**src/rtl/load_store_unit_pkg.sv**
```systemverilog
// Shared definitions for the load/store unit: RV32I load/store funct3 codes,
// FSM state encoding, the default timeout, and request classification helpers.
package load_store_unit_pkg;

    localparam int TIMEOUT_CYCLES_DEFAULT = 16;

    localparam logic [2:0] F3_LB  = 3'b000;
    localparam logic [2:0] F3_LH  = 3'b001;
    localparam logic [2:0] F3_LW  = 3'b010;
    localparam logic [2:0] F3_LBU = 3'b100;
    localparam logic [2:0] F3_LHU = 3'b101;
    localparam logic [2:0] F3_SB  = 3'b000;
    localparam logic [2:0] F3_SH  = 3'b001;
    localparam logic [2:0] F3_SW  = 3'b010;

    typedef enum logic [1:0] {
        ST_IDLE   = 2'd0,
        ST_ACCESS = 2'd1,
        ST_RESP   = 2'd2
    } lsu_state_e;

    function automatic logic funct3_legal(input logic is_write, input logic [2:0] funct3);
        logic ok;
        if (is_write) begin
            ok = (funct3 == F3_SB) || (funct3 == F3_SH) || (funct3 == F3_SW);
        end else begin
            ok = (funct3 == F3_LB) || (funct3 == F3_LH) || (funct3 == F3_LW) ||
                 (funct3 == F3_LBU) || (funct3 == F3_LHU);
        end
        return ok;
    endfunction

    // funct3[1:0] encodes the access size for both loads and stores
    function automatic logic addr_misaligned(input logic [2:0] funct3, input logic [1:0] offset);
        logic mis;
        case (funct3[1:0])
            2'b01:   mis = offset[0];
            2'b10:   mis = (offset != 2'b00);
            default: mis = 1'b0;
        endcase
        return mis;
    endfunction

endpackage

```
**src/rtl/load_store_unit_lane_align.sv**
```systemverilog
// Combinational lane steering: byte enables, store-data shifting and
// load-data extraction with sign/zero extension.
module lsu_lane_align
    import load_store_unit_pkg::*;
(
    input  logic [2:0]  funct3,
    input  logic [1:0]  offset,
    input  logic [31:0] store_data,
    input  logic [31:0] load_word,
    output logic [3:0]  byte_en,
    output logic [31:0] store_lanes,
    output logic [31:0] load_result
);

    logic [1:0]  lane;
    logic [31:0] load_shifted;

    // Halfwords only honour addr[1] and words always sit in lane 0
    always_comb begin
        lane    = 2'b00;
        byte_en = 4'b1111;
        case (funct3[1:0])
            2'b00: begin
                lane    = offset;
                byte_en = 4'b0001 << offset;
            end
            2'b01: begin
                lane    = {offset[1], 1'b0};
                byte_en = 4'b0011 << {offset[1], 1'b0};
            end
            default: begin
                lane    = 2'b00;
                byte_en = 4'b1111;
            end
        endcase

        store_lanes  = store_data << {lane, 3'b000};
        load_shifted = load_word >> {lane, 3'b000};

        case (funct3)
            F3_LB:   load_result = {{24{load_shifted[7]}}, load_shifted[7:0]};
            F3_LH:   load_result = {{16{load_shifted[15]}}, load_shifted[15:0]};
            F3_LBU:  load_result = {24'h0, load_shifted[7:0]};
            F3_LHU:  load_result = {16'h0, load_shifted[15:0]};
            default: load_result = load_shifted;
        endcase
    end

endmodule

```
**src/rtl/load_store_unit.sv**
```systemverilog
// Multi-cycle load/store unit with handshaked memory port and access timeout.
// Define LSU_MISALIGN_TRAP_EN to trap misaligned halfword/word accesses.
module load_store_unit
    import load_store_unit_pkg::*;
#(
    parameter int TIMEOUT_CYCLES = TIMEOUT_CYCLES_DEFAULT
)
(
    input  logic        clk,
    input  logic        rst,
    input  logic        req_valid,
    input  logic        req_write,
    input  logic [2:0]  req_funct3,
    input  logic [31:0] req_addr,
    input  logic [31:0] req_wdata,
    output logic        busy,
    output logic        done,
    output logic [31:0] rdata,
    output logic        err,
    output logic        mem_req,
    output logic        mem_we,
    output logic [31:0] mem_addr,
    output logic [3:0]  mem_be,
    output logic [31:0] mem_wdata,
    input  logic        mem_ack,
    input  logic [31:0] mem_rdata
);

    localparam int CNT_W = $clog2(TIMEOUT_CYCLES + 1);
    localparam logic [CNT_W-1:0] CNT_LAST = CNT_W'(TIMEOUT_CYCLES - 1);
    localparam logic [CNT_W-1:0] CNT_MAX  = CNT_W'(TIMEOUT_CYCLES);

    lsu_state_e       state_q, state_d;
    logic             write_q, write_d;
    logic [2:0]       funct3_q, funct3_d;
    logic [1:0]       offset_q, offset_d;
    logic [CNT_W-1:0] cnt_q, cnt_d;
    logic             mem_req_q, mem_req_d;
    logic             mem_we_q, mem_we_d;
    logic [31:0]      mem_addr_q, mem_addr_d;
    logic [3:0]       mem_be_q, mem_be_d;
    logic [31:0]      mem_wdata_q, mem_wdata_d;
    logic             done_q, done_d;
    logic             err_q, err_d;
    logic [31:0]      rdata_q, rdata_d;

    logic [2:0]  align_funct3;
    logic [1:0]  align_offset;
    logic [3:0]  align_be;
    logic [31:0] align_wdata;
    logic [31:0] align_rdata;
    logic        req_bad;

    // The single aligner serves the incoming request in IDLE and the held one afterwards
    always_comb begin
        align_funct3 = funct3_q;
        align_offset = offset_q;
        if (state_q == ST_IDLE) begin
            align_funct3 = req_funct3;
            align_offset = req_addr[1:0];
        end
    end

    lsu_lane_align u_align (
        .funct3      (align_funct3),
        .offset      (align_offset),
        .store_data  (req_wdata),
        .load_word   (mem_rdata),
        .byte_en     (align_be),
        .store_lanes (align_wdata),
        .load_result (align_rdata)
    );

    always_comb begin
        req_bad = !funct3_legal(req_write, req_funct3);
`ifdef LSU_MISALIGN_TRAP_EN
        req_bad = req_bad | addr_misaligned(req_funct3, req_addr[1:0]);
`endif
    end

    always_comb begin
        state_d     = state_q;
        write_d     = write_q;
        funct3_d    = funct3_q;
        offset_d    = offset_q;
        cnt_d       = cnt_q;
        mem_req_d   = mem_req_q;
        mem_we_d    = mem_we_q;
        mem_addr_d  = mem_addr_q;
        mem_be_d    = mem_be_q;
        mem_wdata_d = mem_wdata_q;
        done_d      = 1'b0;
        err_d       = 1'b0;
        rdata_d     = rdata_q;

        case (state_q)
            ST_IDLE: begin
                if (req_valid) begin
                    write_d  = req_write;
                    funct3_d = req_funct3;
                    offset_d = req_addr[1:0];
                    if (req_bad) begin
                        state_d = ST_RESP;
                        done_d  = 1'b1;
                        err_d   = 1'b1;
                        rdata_d = 32'h0;
                    end else begin
                        state_d     = ST_ACCESS;
                        cnt_d       = '0;
                        mem_req_d   = 1'b1;
                        mem_we_d    = req_write;
                        mem_addr_d  = {req_addr[31:2], 2'b00};
                        mem_be_d    = align_be;
                        mem_wdata_d = align_wdata;
                    end
                end
            end
            ST_ACCESS: begin
                cnt_d = (cnt_q == CNT_MAX) ? cnt_q : cnt_q + 1'b1;
                // An ack on the final counted cycle still completes cleanly
                if (mem_ack) begin
                    state_d   = ST_RESP;
                    mem_req_d = 1'b0;
                    mem_we_d  = 1'b0;
                    done_d    = 1'b1;
                    if (!write_q) begin
                        rdata_d = align_rdata;
                    end
                end else if (cnt_q >= CNT_LAST) begin
                    state_d   = ST_RESP;
                    mem_req_d = 1'b0;
                    mem_we_d  = 1'b0;
                    done_d    = 1'b1;
                    err_d     = 1'b1;
                    if (!write_q) begin
                        rdata_d = 32'h0;
                    end
                end
            end
            default: begin
                state_d = ST_IDLE;
            end
        endcase
    end

    always_ff @(posedge clk or posedge rst) begin
        if (rst) begin
            state_q     <= ST_IDLE;
            write_q     <= 1'b0;
            funct3_q    <= 3'b000;
            offset_q    <= 2'b00;
            cnt_q       <= '0;
            mem_req_q   <= 1'b0;
            mem_we_q    <= 1'b0;
            mem_addr_q  <= 32'h0;
            mem_be_q    <= 4'h0;
            mem_wdata_q <= 32'h0;
            done_q      <= 1'b0;
            err_q       <= 1'b0;
            rdata_q     <= 32'h0;
        end else begin
            state_q     <= state_d;
            write_q     <= write_d;
            funct3_q    <= funct3_d;
            offset_q    <= offset_d;
            cnt_q       <= cnt_d;
            mem_req_q   <= mem_req_d;
            mem_we_q    <= mem_we_d;
            mem_addr_q  <= mem_addr_d;
            mem_be_q    <= mem_be_d;
            mem_wdata_q <= mem_wdata_d;
            done_q      <= done_d;
            err_q       <= err_d;
            rdata_q     <= rdata_d;
        end
    end

    assign busy      = !rst && (((state_q == ST_IDLE) && req_valid) || (state_q == ST_ACCESS));
    assign done      = done_q;
    assign err       = err_q;
    assign rdata     = rdata_q;
    assign mem_req   = mem_req_q;
    assign mem_we    = mem_we_q;
    assign mem_addr  = mem_addr_q;
    assign mem_be    = mem_be_q;
    assign mem_wdata = mem_wdata_q;

endmodule
```
**config.mk**
```make
export PLATFORM = sky130hd
export DESIGN_NAME = load_store_unit
export DESIGN_NICKNAME = d
export VERILOG_FILES = /design/src/rtl/load_store_unit_pkg.sv /design/src/rtl/load_store_unit_lane_align.sv /design/src/rtl/load_store_unit.sv
export SDC_FILE = /design/constraint.sdc
export NUM_CORES = 1
export LEC_CHECK = 0
export BUFFER_PORTS_ARGS = -buffer_cell sky130_fd_sc_hd__buf_2
export CORE_MARGIN = 2
export CORE_UTILIZATION = 51
export CTS_BUF_LIST = sky130_fd_sc_hd__clkbuf_8
export DETAILED_ROUTE_END_ITERATION = 8
export PLACE_DENSITY = 0.85
export SLEW_MARGIN = 10
export SYNTH_ARGS = -nofsm -noshare
export SYNTH_HDL_FRONTEND = slang
export SYNTH_SLANG_ARGS = --single-unit
```
**constraint.sdc**
```tcl
create_clock -name clk -period 4.5 [get_ports clk]
set_input_delay 0.45 -clock clk [delete_from_list [all_inputs] [get_ports clk]]
set_output_delay 0.45 -clock clk [all_outputs]
set_load 0.05 [all_outputs]
```
## After elaboration in Yosys (flattened, before gate mapping)

Cells that the tools add are included.

| operators by class | value |
|---|---|
| $add $sub $neg | 1 |
| $mul | 0 |
| div/mod/pow operators | 0 |
| magnitude comparators | 1 |
| eq/ne operators | 16 |
| shift operators | 4 |
| multiplexer cells | 37 |
| bitwise operators | 0 |
| reduce and logical (&&, ||, !) cells | 19 |

Operator list:

| kind | count |
|---|---|
| $mux 32 | 6 |
| $pmux 32 s4 | 1 |
| $pmux 32 s2 | 1 |
| $shl 32x5->32 | 1 |
| $shr 32x5->32 | 1 |
| $mux 5 | 3 |
| $eq 3x3->1 const B | 4 |
| $mux 1 | 12 |
| $mux 2 | 5 |
| $pmux 5 s2 | 1 |
| $ne 2x2->1 const B | 4 |
| $pmux 1 s2 | 4 |
| $pmux 2 s2 | 2 |
| $pmux 4 s2 | 1 |
| $reduce_and 4->1 | 2 |
| $eq 3x1->1 const B | 2 |
| $logic_not 3->1 | 2 |
| $add 5x1->5 const B | 1 |
| $eq 5x5->1 const B | 1 |
| $ge 5x4->1 const B | 1 |
| $logic_or 1x1->1 | 5 |
| $reduce_and 5->1 | 1 |
| $eq 2x1->1 const B | 2 |
| $logic_not 2->1 | 2 |
| 11 further kinds | 13 |

| word-level totals | value |
|---|---|
| bits in registers | 115 |
| bits in latches | 0 |
| bits in writable memories | 0 |
| memory bits (read-only) | 0 |
| input port bits | 104 |
| output and inout port bits | 105 |
| logic and storage cells | 91 |
| memories kept | 0 |

## Logic depth before layout (Yosys ltp)

| logic depth | value |
|---|---|
| depth in word-level cells | 9 |
| depth in mapped cells | 10 |
| mapped depth without buffers | 8 |

## Modules after synthesis

From an unflattened synthesis, not the netlist that was laid out.

| unflattened totals | value |
|---|---|
| cells, all modules | 545 |
| area, all modules | 6140.9 um2 |

By module, submodules not included:

| module | instances | cells each | area an instance (um2) | sequential area each (um2) |
|---|---|---|---|---|
| load_store_unit | 1 | 373 | 4863.4 | 2877.8 |
| lsu_lane_align | 1 | 172 | 1277.5 | 0.0 |

## Worst setup path before layout

OpenSTA, ideal clock, no wires.

| timing path | value |
|---|---|
| kind | input -> register |
| start | input port req_funct3[1] |
| end | register rdata_q[16] (netlist: rdata[16]) |
| setup time | 67 ps |
| arrival | 2340 ps |
| required time | 4433 ps |
| setup slack | 2093 ps |
| stages | 8 |
| buffers on the path | 2 |
| cells stage by stage | or4_1 o31a_1 buf_6 or2_1 buf_2 o32ai_4 o21a_4 a22o_1 |

| on the way | value |
|---|---|
| word-level cells in the longest chain between the ends | 8 |

Ends and longest elaborated chain:

| item | line | text |
|---|---|---|
| from (decl) | load_store_unit.sv:13 | `input logic [2:0] req_funct3,` |
| $mux 3 (tied with other cells) | load_store_unit.sv:58 | `if (state_q == ST_IDLE) begin` |
| $eq 2x1->1 (tied with other cells) | load_store_unit_lane_align.sv:22 | `case (funct3[1:0])` |
| $pmux 2 s2 / $logic_or 1x1->1 (equally long branches) | load_store_unit_lane_align.sv:22, load_store_unit_pkg.sv:25, load_store_unit_pkg.sv:27 |  |
| $shr 32x5->32 / $logic_or 1x1->1 (equally long branches) | load_store_unit_lane_align.sv:38, load_store_unit_pkg.sv:27 |  |
| $pmux 32 s4 / $logic_or 1x1->1 (equally long branches) | load_store_unit_lane_align.sv:40, load_store_unit_pkg.sv:28 |  |
| $mux 32 / $mux 1 (equally long branches) | load_store_unit.sv:126, load_store_unit_pkg.sv:24 |  |
| $mux 32 / $ne 2x2->1 (equally long branches) | n/a |  |
| $pmux 32 s2 / $reduce_and 5->1 (equally long branches) | n/a |  |
| to (signal assigned) | load_store_unit.sv:174 | `rdata_q <= rdata_d;` |
| to (decl) | load_store_unit.sv:45 | `logic [31:0] rdata_q, rdata_d;` |

Parallel ways exist; a longest one is shown, timed or not. The select of a mux whose other input is x is not followed.
A chain may end at the register's enable or synchronous reset.

## Worst setup path after layout

| timing path | value |
|---|---|
| start | register state_q[1] |
| end | register rdata_q[26] (netlist: rdata[26]) |

| on the way | value |
|---|---|
| word-level cells in the longest chain between the ends | 9 |

Ends and longest elaborated chain:

| item | line | text |
|---|---|---|
| from (decl) | load_store_unit.sv:33 | `lsu_state_e state_q, state_d;` |
| from (signal assigned) | load_store_unit.sv:162 | `state_q <= state_d;` |
| $logic_not 2->1 | load_store_unit.sv:58, load_store_unit.sv:96 |  |
| $mux 3 | load_store_unit.sv:58 |  |
| $eq 2x1->1 / $logic_not 2->1 (equally long branches) | load_store_unit_lane_align.sv:22 |  |
| $pmux 2 s2 | load_store_unit_lane_align.sv:22 |  |
| $shr 32x5->32 | load_store_unit_lane_align.sv:38 | `load_shifted = load_word >> {lane, 3'b000};` |
| $pmux 32 s4 | load_store_unit_lane_align.sv:40 | `case (funct3)` |
| $mux 32 | load_store_unit.sv:126 | `if (!write_q) begin` |
| $mux 32 | load_store_unit.sv:121 | `if (mem_ack) begin` |
| $pmux 32 s2 | load_store_unit.sv:96 | `case (state_q)` |

Parallel ways exist; a longest one is shown, timed or not. The select of a mux whose other input is x is not followed.

==> results.yml <==
worst_setup_path:
  crit_type: "reg2reg"
  critical_path.top_delay_family: "compound AO/OA/AOI/OAI gates"
  crit_chain: "nor2_1 > o31a_2 > mux2i_2 > o32ai_4 > o21ai_2 > o21ai_1"
  cp-start-kind: "flip-flop"
  slowest_delay_ps: 720
  crit_path_max_fanout: 17
  cp_slowest_cell: "nor2_1"
  path_buf_inv: 0
  arrival_ps: 3340
  cp.required_ps: 4790
  cp-end-kind: "flip-flop"
synthesis:
  yosys.cell_types.count: 45
  synth_area_um2: 5426
  yosysSeqAreaShare_pct: 53.03
  synthCells: 587
  postSynth.asyncResetShare_pct: 100.0
  yosysWarnings: 0
  synthFlopType: "dfrtp_1"
  synth_seq_cells: 115
  syn_area_per_cell_um2: 9.244
  synth-edff-count: 0
drt:
  viasPerCell: 5.458
  top_layer_used: "met4"
  routed_wl_mm: 15.63
  vias: 5103
  firstDrtPassIters: 6
  dr_wl_met2_mm: 7.648
  initialDrtViolationCount: 424
  routed-wl-met3_mm: 1.253
  post_drt_wl_per_cell_um: 16.71
  met1Wirelength_mm: 6.247
  ant_nets: 0
  route.detailed.drc: 0
timing:
  fin_crit_ps: 3054
  finalWorstSetupSlack_ps: 1446
  final_hold_viol_count: 0
  fmax_mhz: 327.4
  setup_viol: 0
  skew_ps: 8.341
  fin_crit_sh_pct: 67.87
  worst_slew_pin_slew_ps: 1061
  hold_ws_ps: 212.9
  rsz0062_at_grt: "no"
  fin_tns_setup_ps: 0
  maxSlewViolCount: 0
  max_slew_margin_pct: 29.08
cts:
  cts_hold_buf: 0
  cts.sinks: 115
  cts_resized: 0
  tritoncts: "built"
  clkTransAtPathRegs_ps: 70
  htree_levels: 4
  cts_setup_buffers: 0
  cts_root_buffer: "clkbuf_8"
  cts_buffer_depth: 2
  cts_buffers: 17
  clk-insertion-delay-late_ps: 420
global_routing:
  grt_pass1_vias: 4990
  grt_pass1_wl_mm: 24.65
  grt_usage_pct: 27.66
  overflow: 0
  grt_max_degree: 85
  antenna_found_initial: 0
placement:
  dp_hpwl_mm: 11.55
  gp_congestion: 0.9204
  portBuffers: 206
  dp_slack_ps: 1525
finish:
  final_layout_size_suffix_gt1_share_pct: 35.04
  layout_common_cells: "buf_2, nand2_1, dfrtp_1"
  synthToLayoutAreaGrowth_pct: 28.06
  num_antenna_cells: 0
  nets: 893
  n_fill_cell: 818
  layout_commonest_cell: "buf_2"
power_and_ir_drop:
  pwr_density_cell_nw_per_um2: 829.4
  p_comb_share_pct: 52.8
  p_clk_share_pct: 16.7
  p_seq_share_pct: 30.5
  swShare_pct: 52.38
  p_switching_mw: 3.019
  ir_worst_vdd_mv: 0.4471
  intPower_mw: 2.745
  p_leak_nw: 3.759
run_status:
  status: "finished, final reports clean"
floorplanning:
  ioPinCount: 209
  die_x_um: 107.2
  dieArea_um2: 11480
  rows: 37
  core_area_um2: 10320
  die_y_um: 107.2
  start_util_pct: 52.56
min_path:
  hold_path_class: "in2reg"
run:
  maxCapViolCount: 0
-- metrics by stage --
step                instances  power, mW  area [µm²]  util (%)
global route              935      6.065        6949     67.31
CTS                       935      5.779        6949     67.31
global placement          903      4.721        6544     63.39
detailed placement        903      4.805        6544     63.39
finish                    935      5.763        6949     67.31
floorplan                 588      4.041        5430         -
-- state kept, by name, indices dropped and copies added (netlist names) --
| signal | cells |
|---|---|
| mem_wdata | 32 |
| rdata | 32 |
| mem_addr | 30 |
| cnt_q | 5 |
| mem_be | 4 |
| funct3_q | 3 |
| offset_q | 2 |
| state_q | 2 |
| done | 1 |
| err | 1 |
| mem_req | 1 |
| mem_we | 1 |
| write_q | 1 |
-- routing by layer --
metal  global-route usage, %  up-vias
li1                        -     2383
met3                   6.261       42
met4                   12.80        0
met2                   45.25      250
met5                       0        -
met1                   34.94     2428
-- logic make-up (layout without fill, tap and decap cells) --
kind of cell	Yosys count	after routing	share of synthesized area, %
flops	115	115	53.03
fa+ha+maj	3	3	0.6918
compound gates	124	124	14.11
mux	49	49	9.615
buf+inv	43	254	3.574
other cells	1	2	0.06911
simple gates	252	252	18.91
-- area by class of cell --
cell class                 instances  area, µm²  share of cell area, %
sequential                       115       2878                  41.41
multi-input combinational        430       2372                  34.14
timing repair buffer             214       1091                  15.70
clock buffer                      20      275.3                  3.961
tap                              136      170.2                  2.449
clock inverter                    12      130.1                  1.873
inverter                           8      32.53                 0.4681
-- worst reg2reg max path, cell delays in order (launching register included) --
cell	delay [ps]
dfrtp_1	480
nor2_1	730
o31a_2	570
mux2i_2	420
o32ai_4	200
o21ai_2	380
o21ai_1	140
-- synthesized netlist by cell type, types with 2 or more instances --
| cell | n | area share [%] |
|---|---|---|
| nand2b_1 | 2 | 0.23 |
| o31ai_1 | 2 | 0.28 |
| a21o_1 | 2 | 0.28 |
| mux2i_1 | 26 | 4.8 |
| buf_4 | 2 | 0.28 |
| nand3_1 | 12 | 1.1 |
| inv_1 | 8 | 0.55 |
| o31a_1 | 2 | 0.32 |
| o21ai_1 | 8 | 0.74 |
| nand2_1 | 188 | 13 |
| dfrtp_1 | 115 | 53 |
| buf_2 | 8 | 0.74 |
| clkbuf_1 | 21 | 1.5 |
| nor3_1 | 4 | 0.37 |
| a22o_1 | 18 | 2.9 |
| a21oi_1 | 27 | 2.5 |
| o32ai_1 | 2 | 0.32 |
| ha_1 | 3 | 0.69 |
| buf_6 | 2 | 0.42 |
| o21ai_0 | 55 | 5.1 |
| buf_1 | 2 | 0.14 |
| and2_1 | 3 | 0.35 |
| mux2_2 | 22 | 4.6 |
| nor2_1 | 31 | 2.1 |
| or3b_2 | 2 | 0.32 |
-- power by group through the flow --
stage	sequential [mW]	combinational (mW)	clock [mW]
global route	1.80	3.23	1.03
detailed placement	1.76	3.05	0
floorplan	3.15	0.895	0
finish	1.76	3.04	0.965
global placement	1.74	2.98	0
CTS	1.75	3.05	0.978
-- path summary, 6_finish.rpt --
check                                          from                        to  slack, ps  cells after the start
setup / recovery             state_q[1]$_DFFE_PP0P_     rdata[26]$_DFFE_PP0P_       1450                      6
hold / removal                          req_addr[3]   mem_addr[3]$_DFFE_PP0P_        210                      3
setup reg to reg             state_q[1]$_DFFE_PP0P_     rdata[26]$_DFFE_PP0P_       1450                      6
hold reg to reg            mem_addr[12]$_DFFE_PP0P_  mem_addr[12]$_DFFE_PP0P_        480                      2
max in group asynchronous                       rst      rdata[5]$_DFFE_PP0P_       3240                      3
min in group asynchronous                       rst   offset_q[1]$_DFFE_PP0P_        270                      2
No activity file was read; power rests on OpenSTA's default activity.
